## config.mk

```make
export PLATFORM = sky130hd
export DESIGN_NAME = led_field_scan
export DESIGN_NICKNAME = d
export VERILOG_FILES = /design/src/rtl/led_field_scan.sv
export SDC_FILE = /design/constraint.sdc
export NUM_CORES = 1
export LEC_CHECK = 0
export ABC_AREA = 1
export CORE_ASPECT_RATIO = 1.4
export CORE_MARGIN = 5
export CORE_UTILIZATION = 55
export DETAILED_ROUTE_END_ITERATION = 6
export PLACE_DENSITY = 0.84
export SLEW_MARGIN = 20
export SYNTH_ARGS = -nofsm -noshare
export SYNTH_HDL_FRONTEND = slang
export SYNTH_SLANG_ARGS = --single-unit
```

## constraint.sdc

```tcl
create_clock -name clk -period 4 [get_ports clk]
set_clock_uncertainty 0.2 [all_clocks]
set_input_delay 0.6 -clock clk [delete_from_list [all_inputs] [get_ports clk]]
set_output_delay 0.6 -clock clk [all_outputs]
set_load 0.03 [all_outputs]
```

## src/rtl/led_field_scan.sv

```systemverilog
// led_field_scan
// Time-multiplexed 7-segment driver for the clock/calendar display. Each of
// N_FIELDS packed 7-bit binary fields is shown as two digits on one shared
// segment bus. Fields are converted to BCD one at a time by a sequential
// shift-add-3 engine at the start of each units slot; the tens slot that
// follows reuses the same result.
//
// Ports:
//   clk            system clock
//   rst            asynchronous active-high reset
//   enable_display 0 blanks segments and digit enables (scan keeps running)
//   cnt_bus        field f at bits [7f+6:7f], unsigned binary
//   blink_sel      per-field blink enable
//   seg            segments g..a at bits 6..0, polarity per SEG_ACTIVE_LOW
//   dig_sel        one-hot digit enable; bit 2f = units, bit 2f+1 = tens
//   frame_done     one-cycle pulse in the last cycle of the last digit slot
//
// Build option:
//   LED_LEADING_ZERO_BLANK_EN  when defined, values 0..9 show a blank tens
//                              digit instead of "0".

module led_field_scan #(
    parameter int N_FIELDS       = 7,
    parameter int SCAN_DIV       = 1000,
    parameter int BLINK_DIV      = 25000000,
    parameter int SEG_ACTIVE_LOW = 1
) (
    input  logic                    clk,
    input  logic                    rst,
    input  logic                    enable_display,
    input  logic [7*N_FIELDS-1:0]   cnt_bus,
    input  logic [N_FIELDS-1:0]     blink_sel,
    output logic [6:0]              seg,
    output logic [2*N_FIELDS-1:0]   dig_sel,
    output logic                    frame_done
);

    localparam int DIG_N = 2 * N_FIELDS;
    localparam int D_W   = $clog2(DIG_N);
    localparam int DIV_W = $clog2(SCAN_DIV);
    localparam int BLK_W = (BLINK_DIV > 1) ? $clog2(BLINK_DIV) : 1;

    localparam logic [D_W-1:0]   D_LAST    = D_W'(DIG_N - 1);
    localparam logic [DIV_W-1:0] DIV_LAST  = DIV_W'(SCAN_DIV - 1);
    localparam logic [DIV_W-1:0] BLANK_END = DIV_W'(9);
    localparam logic [BLK_W-1:0] BLK_LAST  = BLK_W'(BLINK_DIV - 1);

    localparam logic [6:0]       SEG_OFF = (SEG_ACTIVE_LOW != 0) ? 7'h7F : 7'h00;
    localparam logic [DIG_N-1:0] DIG_OFF = (SEG_ACTIVE_LOW != 0) ? {DIG_N{1'b1}} : {DIG_N{1'b0}};

    localparam logic [1:0] S_IDLE  = 2'd0;
    localparam logic [1:0] S_LOAD  = 2'd1;
    localparam logic [1:0] S_SHIFT = 2'd2;
    localparam logic [1:0] S_DONE  = 2'd3;

    // conv layout: [18:15] hundreds, [14:11] tens, [10:7] units, [6:0] binary
    function automatic logic [18:0] dd_step(input logic [18:0] v);
        logic [18:0] t;
        t = v;
        if (t[10:7]  >= 4'd5) t[10:7]  = t[10:7]  + 4'd3;
        if (t[14:11] >= 4'd5) t[14:11] = t[14:11] + 4'd3;
        if (t[18:15] >= 4'd5) t[18:15] = t[18:15] + 4'd3;
        return {t[17:0], 1'b0};
    endfunction

    // {dash, tens, units}; dash marks values of 100 and above
    function automatic logic [8:0] bcd_result(input logic [18:0] v);
        return {(v[18:15] != 4'd0), v[14:11], v[10:7]};
    endfunction

    function automatic logic [6:0] glyph(input logic [3:0] n);
        case (n)
            4'd0:    glyph = 7'h3F;
            4'd1:    glyph = 7'h06;
            4'd2:    glyph = 7'h5B;
            4'd3:    glyph = 7'h4F;
            4'd4:    glyph = 7'h66;
            4'd5:    glyph = 7'h6D;
            4'd6:    glyph = 7'h7D;
            4'd7:    glyph = 7'h07;
            4'd8:    glyph = 7'h7F;
            4'd9:    glyph = 7'h6F;
            default: glyph = 7'h00;
        endcase
    endfunction

    logic [DIV_W-1:0] div_cnt_q, div_cnt_d;
    logic [D_W-1:0]   d_q, d_d;
    logic [BLK_W-1:0] blk_cnt_q, blk_cnt_d;
    logic             phase_q, phase_d;
    logic [1:0]       state_q, state_d;
    logic [2:0]       sh_cnt_q, sh_cnt_d;
    logic [18:0]      conv_q, conv_d;
    logic [8:0]       disp_q, disp_d;
    logic [6:0]       seg_q, seg_d;
    logic [DIG_N-1:0] dig_q, dig_d;
    logic             frame_q, frame_d;

    logic [6:0]       cap_val;
    logic [8:0]       view;
    logic             blink_bit;
    logic             show;
    logic [3:0]       digit;
    logic [6:0]       pat;
    logic [DIG_N-1:0] onehot;

    always_comb begin
        div_cnt_d = div_cnt_q + 1'b1;
        d_d       = d_q;
        if (div_cnt_q == DIV_LAST) begin
            div_cnt_d = '0;
            d_d       = (d_q == D_LAST) ? '0 : d_q + 1'b1;
        end

        blk_cnt_d = blk_cnt_q + 1'b1;
        phase_d   = phase_q;
        if (blk_cnt_q == BLK_LAST) begin
            blk_cnt_d = '0;
            phase_d   = ~phase_q;
        end
    end

    always_comb begin
        cap_val = '0;
        for (int i = 0; i < N_FIELDS; i++) begin
            if ((d_q >> 1) == D_W'(i)) cap_val = cnt_bus[7*i +: 7];
        end

        state_d  = state_q;
        sh_cnt_d = sh_cnt_q;
        conv_d   = conv_q;
        disp_d   = disp_q;
        case (state_q)
            S_IDLE: begin
                if (div_cnt_q == '0 && !d_q[0]) state_d = S_LOAD;
            end
            S_LOAD: begin
                conv_d   = {12'd0, cap_val};
                sh_cnt_d = '0;
                state_d  = S_SHIFT;
            end
            S_SHIFT: begin
                conv_d   = dd_step(conv_q);
                sh_cnt_d = sh_cnt_q + 1'b1;
                if (sh_cnt_q == 3'd6) state_d = S_DONE;
            end
            default: begin
                disp_d  = bcd_result(conv_q);
                state_d = S_IDLE;
            end
        endcase
    end

    // Outputs are registered from next-cycle state so that what appears on the
    // pins lines up with the slot counters. The finished conversion is
    // forwarded straight from the engine for the two cycles before it lands
    // in disp_q, so the digit lights exactly at div_cnt = 9.
    always_comb begin
        view = disp_q;
        if (state_d == S_DONE || state_q == S_DONE) view = bcd_result(conv_d);

        blink_bit = 1'b0;
        for (int i = 0; i < N_FIELDS; i++) begin
            if ((d_d >> 1) == D_W'(i)) blink_bit = blink_sel[i];
        end

        digit = d_d[0] ? view[7:4] : view[3:0];
        pat   = view[8] ? 7'h40 : glyph(digit);
`ifdef LED_LEADING_ZERO_BLANK_EN
        if (!view[8] && d_d[0] && view[7:4] == 4'd0) pat = 7'h00;
`endif
        if (blink_bit && !phase_d) pat = 7'h00;

        // Even slots stay dark until the new conversion is ready (anti-ghosting)
        show   = enable_display && (d_d[0] || div_cnt_d >= BLANK_END);
        onehot = DIG_N'(1) << d_d;

        seg_d = SEG_OFF;
        dig_d = DIG_OFF;
        if (show) begin
            seg_d = (SEG_ACTIVE_LOW != 0) ? ~pat : pat;
            dig_d = (SEG_ACTIVE_LOW != 0) ? ~onehot : onehot;
        end

        frame_d = (d_d == D_LAST) && (div_cnt_d == DIV_LAST);
    end

    always_ff @(posedge clk or posedge rst) begin
        if (rst) begin
            div_cnt_q <= '0;
            d_q       <= '0;
            blk_cnt_q <= '0;
            phase_q   <= 1'b1;
            state_q   <= S_IDLE;
            sh_cnt_q  <= '0;
            conv_q    <= '0;
            disp_q    <= 9'h0FF;  // tens/units code 15 decodes to blank
            seg_q     <= SEG_OFF;
            dig_q     <= DIG_OFF;
            frame_q   <= 1'b0;
        end else begin
            div_cnt_q <= div_cnt_d;
            d_q       <= d_d;
            blk_cnt_q <= blk_cnt_d;
            phase_q   <= phase_d;
            state_q   <= state_d;
            sh_cnt_q  <= sh_cnt_d;
            conv_q    <= conv_d;
            disp_q    <= disp_d;
            seg_q     <= seg_d;
            dig_q     <= dig_d;
            frame_q   <= frame_d;
        end
    end

    assign seg        = seg_q;
    assign dig_sel    = dig_q;
    assign frame_done = frame_q;

endmodule

```

Word-level counts from Yosys, hierarchy flattened --
Memories as Yosys holds them, arrays and structs flattened. Cells that the tools add are included.
Operators by class: $add $sub $neg 7, magnitude comparators 4, eq/ne operators 22, shift operators 1, multiplexer cells 33, bitwise gates (word level) 3, reductions and logical operators 16
Operator list (count):
- two-way mux 7 bit | 10
- case mux 19 bit (2 select lines) | 1
- adder 25 x 1 -> 25 bit, second input constant | 1
- equality test 25 bit, second input constant | 1
- two-way mux 25 bit | 1
- equality test 3 bit, second input constant | 7
- equality test 10 bit, second input constant | 2
- two-way mux 4 bit | 5
- two-way mux 14 bit | 1
- NOT 14 bit | 1
- left shift 1 x 4 -> 14 bit, first input constant | 1
- equality test 3 x 2 -> 1 bit, second input constant | 4
- greater-or-equal comparator 4 x 3 -> 1 bit, second input constant | 3
- adder 10 x 1 -> 10 bit, second input constant | 1
- greater-or-equal comparator 10 x 4 -> 1 bit, second input constant | 1
- zero test 10 bit | 1
- two-way mux 10 bit | 1
- two-way mux 9 bit | 1
- adder 4 x 2 -> 4 bit, second input constant | 2
- equality test 4 bit, second input constant | 2
- zero test 4 bit | 2
- two-way mux 1 bit | 8
- nonzero test 4 bit | 2
- NOT 7 bit | 1
- other kinds (17) | 26
Storage, ports and cells: register bits 95, memory bits (read-only) 112, output and inout bits 22, word-level logic and storage cells 99, memories kept 1
Memory list:
- (name not given) | depth 16, width 7, read ports 1, clocked after memory_dff 0, write ports 0, RTL line 72 | case (n)

Logic depth before layout (Yosys ltp) --
Gate-level depths: netlist (run 1). An unclocked memory read counts as a cell.
depth after elaboration 17, mapped depth 22, gate-level depth less buffers 22

Worst setup path before layout (run 1) --
No wires, ideal clock.
kind register to register, start point reg state_q[0], end point reg seg_q[6] (netlist: seg[6]), arrival time 2200 ps, required time 3724 ps, slack 1524 ps, stages on the path, launching flop included 17, buffers on the path 2, period minus slack after synthesis 2476 ps, cells stage by stage dfrtp_1 inv_1 ha_1 clkbuf_1 buf_2 o22ai_1 nand2_1 nand3_1 nand2_1 inv_1 ha_1 inv_1 nand3_1 nand3_1 nand2_1 nand2_1 nand2_1
On the way: word-level cells in the longest chain between the ends 11, elaborated cells between the ends (all ways) 18, classes of those cells 4 x eq/ne; 9 x mux; 1 x bitwise; 3 x reduce/logical; 1 x memory
RTL lines:
- from (decl) | RTL line 91 | logic [1:0] state_q, state_d;
- from (signal assigned) | RTL line 206 | state_q <= state_d;
- equality test 2 bit (tied with other cells) | RTL line 133 | case (state_q)
- case mux 2 bit (3 select lines) * | RTL line 133
- named net state_d[1] | RTL line 91
- equality test 2 bit * | RTL line 160 | if (state_d == S_DONE || state_q == S_DONE) view = bcd_result(conv_d);
- logical OR 1 bit * | RTL line 160
- two-way mux 9 bit * | RTL line 160
- two-way mux 4 bit | RTL line 167 | digit = d_d[0] ? view[7:4] : view[3:0];
- memory read (16 x 7 bit)
- two-way mux 7 bit * | RTL line 168 | pat = view[8] ? 7'h40 : glyph(digit);
- two-way mux 7 bit * | RTL line 172 | if (blink_bit && !phase_d) pat = 7'h00;
- NOT 7 bit * | RTL line 181 | seg_d = (SEG_ACTIVE_LOW != 0) ? ~pat : pat;
- two-way mux 7 bit * | RTL line 180 | if (show) begin
- named net seg_d[6] | RTL line 95 | logic [6:0] seg_q, seg_d;
- to (signal assigned) | RTL line 210 | seg_q <= seg_d;
- to (decl) | RTL line 95
The timed path passes the listed nets; every way through them passes the cells marked *. A chain may end at the register's enable or synchronous reset.

Worst setup path after layout (run 1) --
Ends and elaborated chain as after synthesis.

==> results of run 1 <==
-- cells by family (layout without fill, tap and decap cells) --
kind of cell	count (synthesis)	after routing	synth area share (%)
fa+ha+maj	23	23	5.10
simple gates	343	343	29.4
xor+xnor	9	9	1.40
flops	95	95	42.8
buf+inv	137	217	9.93
compound gates	109	109	11.4
-- cell usage in the layout (no fill, tap or decap), types with 4 or more instances in the layout --
master and instances:
nor4_1 5, dfrtp_1 65, nor3_1 19, inv_2 7, dfstp_2 30, clkdlybuf4s50_1 80, inv_1 108, clkbuf_16 9
nand4_1 24, o21ai_0 47, xor2_1 7, o211ai_1 10, nor2_1 61, nand2_2 15, a21oi_1 31, nand3_2 4
ha_1 23, nand2_1 116, nand3_1 81
-- how the worst min path moves through the flow --
stage,slack (ps),end,startpoint,cells past startpoint
after floorplan,230,blk_cnt_q[0]$_DFF_PP0_,blk_cnt_q[0]$_DFF_PP0_,1
after CTS,270,blk_cnt_q[0]$_DFF_PP0_,blk_cnt_q[0]$_DFF_PP0_,1
after global routing,290,blk_cnt_q[0]$_DFF_PP0_,blk_cnt_q[0]$_DFF_PP0_,1
after detailed placement,260,blk_cnt_q[0]$_DFF_PP0_,blk_cnt_q[0]$_DFF_PP0_,1
after global placement,240,blk_cnt_q[0]$_DFF_PP0_,blk_cnt_q[0]$_DFF_PP0_,1
final,260,blk_cnt_q[0]$_DFF_PP0_,blk_cnt_q[0]$_DFF_PP0_,1
-- sequential cells by signal, indices dropped and copies added, names as in the netlist --
register,cells
d_q,4
seg,7
blk_cnt_q,25
dig_sel,14
frame_done,1
sh_cnt_q,3
phase_q,1
conv_q,19
disp_q,9
div_cnt_q,10
state_q,2
-- per-layer routing --
layer  vias to the layer above  track usage, %  part of all wire [%]
li1                       2523               -                     -
met2                       189            43.2                    53
met4                         0            11.6                   3.8
met3                        39            3.63                   4.6
met5                         -               0                     0
met1                      2396            27.0                    38
-- cell type report --
| cell class | count | area [µm²] |
|---|---|---|
| Fill cell | 813 | 3100 |
| Multi-Input combinational cell | 484 | 2670 |
| Sequential cell | 95 | 2410 |
| Timing Repair Buffer | 83 | 836 |
| Inverter | 118 | 445 |
| Clock buffer | 11 | 233 |
| Tap cell | 135 | 169 |
| Clock inverter | 5 | 83.8 |
-- critical path, stage by stage (launching register included) --
cell and delay, ps:
dfrtp_1 430, inv_1 110, ha_1 310, nand2_1 370
inv_1 230, nand2_1 130, o22ai_1 100, nand2_1 80
nand3_1 70, nand2_1 160, inv_1 90, ha_1 200
inv_1 50, nand3_1 90, nand3_1 100, nand2_1 60
nand2_1 50, nand2_1 50
-- metrics by stage --
step / hold slack (ps) / total power [mW] / utilization [%] / instances / setup WS, ps
2_1_floorplan: 233 / 1.39 / - / 716 / 773
3_3_place_gp: 244 / 1.54 / 65.6 / 915 / 1240
3_5_place_dp: 258 / 1.56 / 65.6 / 915 / 1060
4_1_cts: 267 / 2.48 / 68.8 / 931 / 1070
5_1_grt: 289 / 2.57 / 68.8 / 931 / 800
6_report: 262 / 2.46 / 68.8 / 931 / 1060
-- power by group through the flow --
stage                     logic, mW  clock network, mW  registers, mW
final                         0.447              0.915           1.10
after detailed placement      0.445                  0           1.11
after floorplan               0.259                  0           1.13
after global routing          0.502              0.966           1.10
after global placement        0.425                  0           1.11
after CTS                     0.450              0.930           1.10
==> results.tsv, run 1 <==
stage	metric	value	unit
outcome	outcome	finished, final reports clean	
clock_tree	cts_tree	yes	
flow_run	maxCapViolCount	0	
pwr	ir_worst_vdd	0.227	mV
critical_path	critPathArrivalTime	3020	ps
sta	setup_tns	0	ps
placement	hpwl	10.8	mm
placement	globalplace.congestion	0.925	
drt	dr.first_iter.drc_count	317	
sta	clock.fmax	340	MHz
sta	rsz0062_at_grt	no	
pwr	p_seq_share	44.6	%
pwr	swShare	27.4	%
drt	drc_errors	0	
critical_path	cp-start-kind	flip-flop	
synthesis	yosysWarnings	0	
global_route	antenna_found_initial	0	
synthesis	syn_area_per_cell	7.88	µm²
synthesis	async_flop_share	100	%
clock_tree	clockRootBuffer	clkbuf_16	
pwr	p_leak	3.12	nW
synthesis	synth_nets	798	
global_route	grt_pass1_vias	5220	
critical_path	worstRegToRegCells	17	
clock_tree	htree_levels	3	
clock_tree	clock_path_buffers	2	
global_route	grt_remaining_overflow	0	
floorplan	dieHeight	130	µm
placement	portBuffers	80	
drt	wl_per_cell	14.8	µm
floorplan	coreArea	9950	µm²
critical_path	crit_start	state_q[0]$_DFF_PP0_	
critical_path	worst-path-max-fanout	14	
drt	drt_wl_total	13.8	mm
floorplan	die_area	12400	µm²
drt	vias	5147	
critical_path	worstReg2RegEnd	seg[6]$_DFF_PP1_	
clock_tree	path_clk_slew	70	ps
synthesis	synth_most_common_cell	nand2_1	
critical_path	crit_type	flip-flop to flip-flop	
pwr	clock_power_share	37.2	%
floorplan	row_count	43	
synthesis	ys_types	48	
floorplan	pin_count	81	
critical_path	r2r-start	state_q[0]$_DFF_PP0_	
floorplan	fp.dieW	95.6	µm
sta	tightestPinTransition	775	ps
global_route	grt_pass1_wl	23.4	mm
pwr	p_int	1.79	mW
synthesis	yosys.area.top_type	dfrtp_1	
sta	slew-limit-headroom	48.3	%
layout	final_nets	873	
layout	layout-drive-gt1-share	11.4	%
clock_tree	post_cts_resized	0	
critical_path	crit_end	seg[6]$_DFF_PP1_	
drt	drt_first_pass_iters	5	
sta	fin_crit	2940	ps
synthesis	synth_edf_count	0	
layout	postLayoutCellArea	6850	µm²
critical_path	critPathRequiredTime	4080	ps
global_route	grt_use_total	23.9	%
layout	area_growth_syn_to_layout	21.4	%
sta	timing_max_transition_violations_final	0	
synthesis	synthTopCellsByArea	dfrtp_1 (29%), dfstp_2 (14%), nand2_1 (7.7%)	
floorplan	start_util	56.7	%
placement	place_area	6530	µm²
clock_tree	clk_latency	350	ps
sta	setup_viol	0	
synthesis	syn-instance-count	716	
synthesis	yosys_most_used_dff	dfrtp_1	
pwr	power_switching	674	µW
layout	insertedDiodeCount	0	
synthesis	ys_seq_area_share	42.8	%
critical_path	r2r_slack	1060	ps
pwr	pwr-share-comb	18.2	%
drt	ant_nets	0	
critical_path	crit_path_end_kind	flip-flop	
drt	detail_route.vias_per_cell	5.53	
global_route	grt_max_degree	46	
synthesis	synth_top_area_share	28.8	%
clock_tree	cts_buffers	9	
sta	hold_viol_final	0	
pwr	power.density	359	nW/µm²
min_path	hp-class	flip-flop to flip-flop	
sta	fin_crit_sh	73.5	%
clock_tree	numClockSinks	95	
clock_tree	ctsHoldBuffers	0	
synthesis	ys_ff_latch	95	
synthesis	syn_area	5640	µm²
clock_tree	post-cts-setup-buffers	0	
synthesis	synth_commonest_cells	nand2_1 (116), inv_1 (109), nand3_1 (81), dfrtp_1 (65), nor2_1 (61)	
Power figures use the tool's default switching activity.
==> inputs of run 2 (changes only) <==
Clock period 4 ns to 2.9 ns, I/O delays scaled along.
==> results.tsv, run 2 (synthesized netlist as in run 1, its figures left out) <==
stage	metric	value	unit
outcome	outcome	finished, final reports clean	
min_path	hold_depth	1	
pwr	p_leak	3.15	nW
placement	dp_slack	107	ps
sta	tightestPinTransition	685	ps
drt	dr.first_iter.drc_count	295	
drt	ant_nets	0	
pwr	fin_total_pwr	3.34	mW
drt	drc_errors	0	
critical_path	max_stage_delay	420	ps
critical_path	critPathArrivalTime	2720	ps
placement	place_inst	920	
floorplan	die_area	12400	µm²
clock_tree	clock_path_buffers	2	
critical_path	critPathMostFrequentCell	nand2_1	
floorplan	pin_count	81	
drt	drt_first_pass_iters	5	
critical_path	cp_slowest_cell	dfrtp_1	
critical_path	critPathRequiredTime	2980	ps
clock_tree	htree_levels	3	
layout	insertedDiodeCount	0	
clock_tree	clockRootBuffer	clkbuf_16	
global_route	grt_pass1_wl	23.2	mm
clock_tree	numClockSinks	95	
global_route	grt_pass1_vias	5231	
placement	hpwl	10.5	mm
drt	detail_route.vias_per_cell	5.57	
layout	final_cells	939	
layout	fillers	772	
flow_run	maxCapViolCount	0	
pwr	ir_worst_vdd	0.289	mV
sta	hold_viol_final	0	
placement	globalplace.congestion	0.958	
clock_tree	cts_buffers	9	
sta	fin_crit_sh	91.3	%
sta	clock.fmax	378	MHz
floorplan	dieHeight	130	µm
placement	portBuffers	80	
critical_path	cp_num_cells	17	
clock_tree	cts_tree	yes	
critical_path	worstRegToRegCells	17	
global_route	antenna_found_initial	0	
layout	final_util	69.4	%
global_route	grt_use_total	23.6	%
layout	largest_reg_flops	25	
layout	final_nets	881	
sta	fin_crit	2650	ps
floorplan	fp.dieW	95.6	µm
global_route	grt_remaining_overflow	0	
layout	regMostFlops	blk_cnt_q	
floorplan	coreArea	9950	µm²
sta	slew-limit-headroom	54.0	%
drt	drt_wl_total	13.7	mm
clock_tree	path_clk_slew	60	ps
sta	setup_viol	0	
global_route	grt_max_degree	96	
drt	wl_per_cell	14.6	µm
floorplan	row_count	43	
clock_tree	ctsHoldBuffers	0	
floorplan	start_util	56.7	%
layout	layout-drive-gt1-share	12.8	%
layout	final_cell_mix	nand2_1 (115), inv_1 (107), nand3_1 (81)	
sta	setup_ws	253	ps
critical_path	cp-start-kind	flip-flop	
critical_path	crit_type	flip-flop to flip-flop	
critical_path	critPathTopFamily	simple AND/OR/NAND/NOR gates	
critical_path	path_cells	inv_1, ha_1, buf_4, nand2_2, nand2_4, buf_4, nand2_1, nand3_1, nand2_2, inv_1, ha_1, inv_1, nand3_1, nand3_1, nand2_1, nand2_1, nand2_1	
clock_tree	clk_latency	340	ps
sta	timing_max_transition_violations_final	0	
layout	mostFrequentLayoutCell	nand2_1	
pwr	power.density	483	nW/µm²
critical_path	worst-path-max-fanout	21	
layout	area_growth_syn_to_layout	22.4	%
critical_path	critPathBufInv	5	
drt	vias	5228	
min_path	hp-class	flip-flop to flip-flop	
critical_path	crit_path_end_kind	flip-flop	
[run 2: cell types whose count changed in the layout (fill, tap and decap cells not counted), sizes merged]
cell      before  now
clkinv         3    4
bufinv         2    1
clkinvlp       2    3
buf            3   11
clkbuf        11   10
[run 2: area by class of cell]
cell class | instances | area [µm²] | area share (%)
sequential | 95 | 2410 | 34.9
clock inverter | 6 | 67.6 | 0.978
clock buffer | 10 | 239 | 3.46
multi-input combinational | 484 | 2680 | 38.7
timing repair buffer | 91 | 896 | 13.0
inverter | 118 | 448 | 6.48
tap | 135 | 169 | 2.44
[run 2: routing by layer]
layer	wire length, µm	GRT usage, %
met5	0	0
met4	442	10.5
met3	729	4.90
met2	7260	42.6
met1	5240	26.3
[run 2: through the flow]
| stage | area, µm² | hold WS (ps) | setup TNS (ps) |
|---|---|---|---|
| floorplan | 5650 | 233 | 0 |
| global placement | 6570 | 245 | 0 |
| detailed placement | 6570 | 260 | 0 |
| CTS | 6880 | 268 | 0 |
| global route | 6910 | 308 | -8.08 |
| finish | 6910 | 262 | 0 |
[run 2: timing repair]
action,in CTS,in global routing
setup endpoints to repair,0,4
setup buffers,0,3
resized for setup,0,3
[run 2: worst paths after layout]
check | start | end | slack (ps)
max | state_q[0]$_DFF_PP0_ | seg[6]$_DFF_PP1_ | 250
min | blk_cnt_q[0]$_DFF_PP0_ | blk_cnt_q[0]$_DFF_PP0_ | 260
max reg2reg | state_q[0]$_DFF_PP0_ | seg[6]$_DFF_PP1_ | 250
min reg2reg | blk_cnt_q[0]$_DFF_PP0_ | blk_cnt_q[0]$_DFF_PP0_ | 260
max in group asynchronous | rst | dig_sel[2]$_DFF_PP1_ | 1730
min in group asynchronous | rst | blk_cnt_q[19]$_DFF_PP0_ | 350
[run 2: report_power, final]
| group | leakage, nW | switching (mW) | internal, mW |
|---|---|---|---|
| clock | 0.145 | 0.510 | 0.695 |
| combinational | 1.84 | 0.365 | 0.251 |
| sequential | 1.16 | 0.0651 | 1.45 |
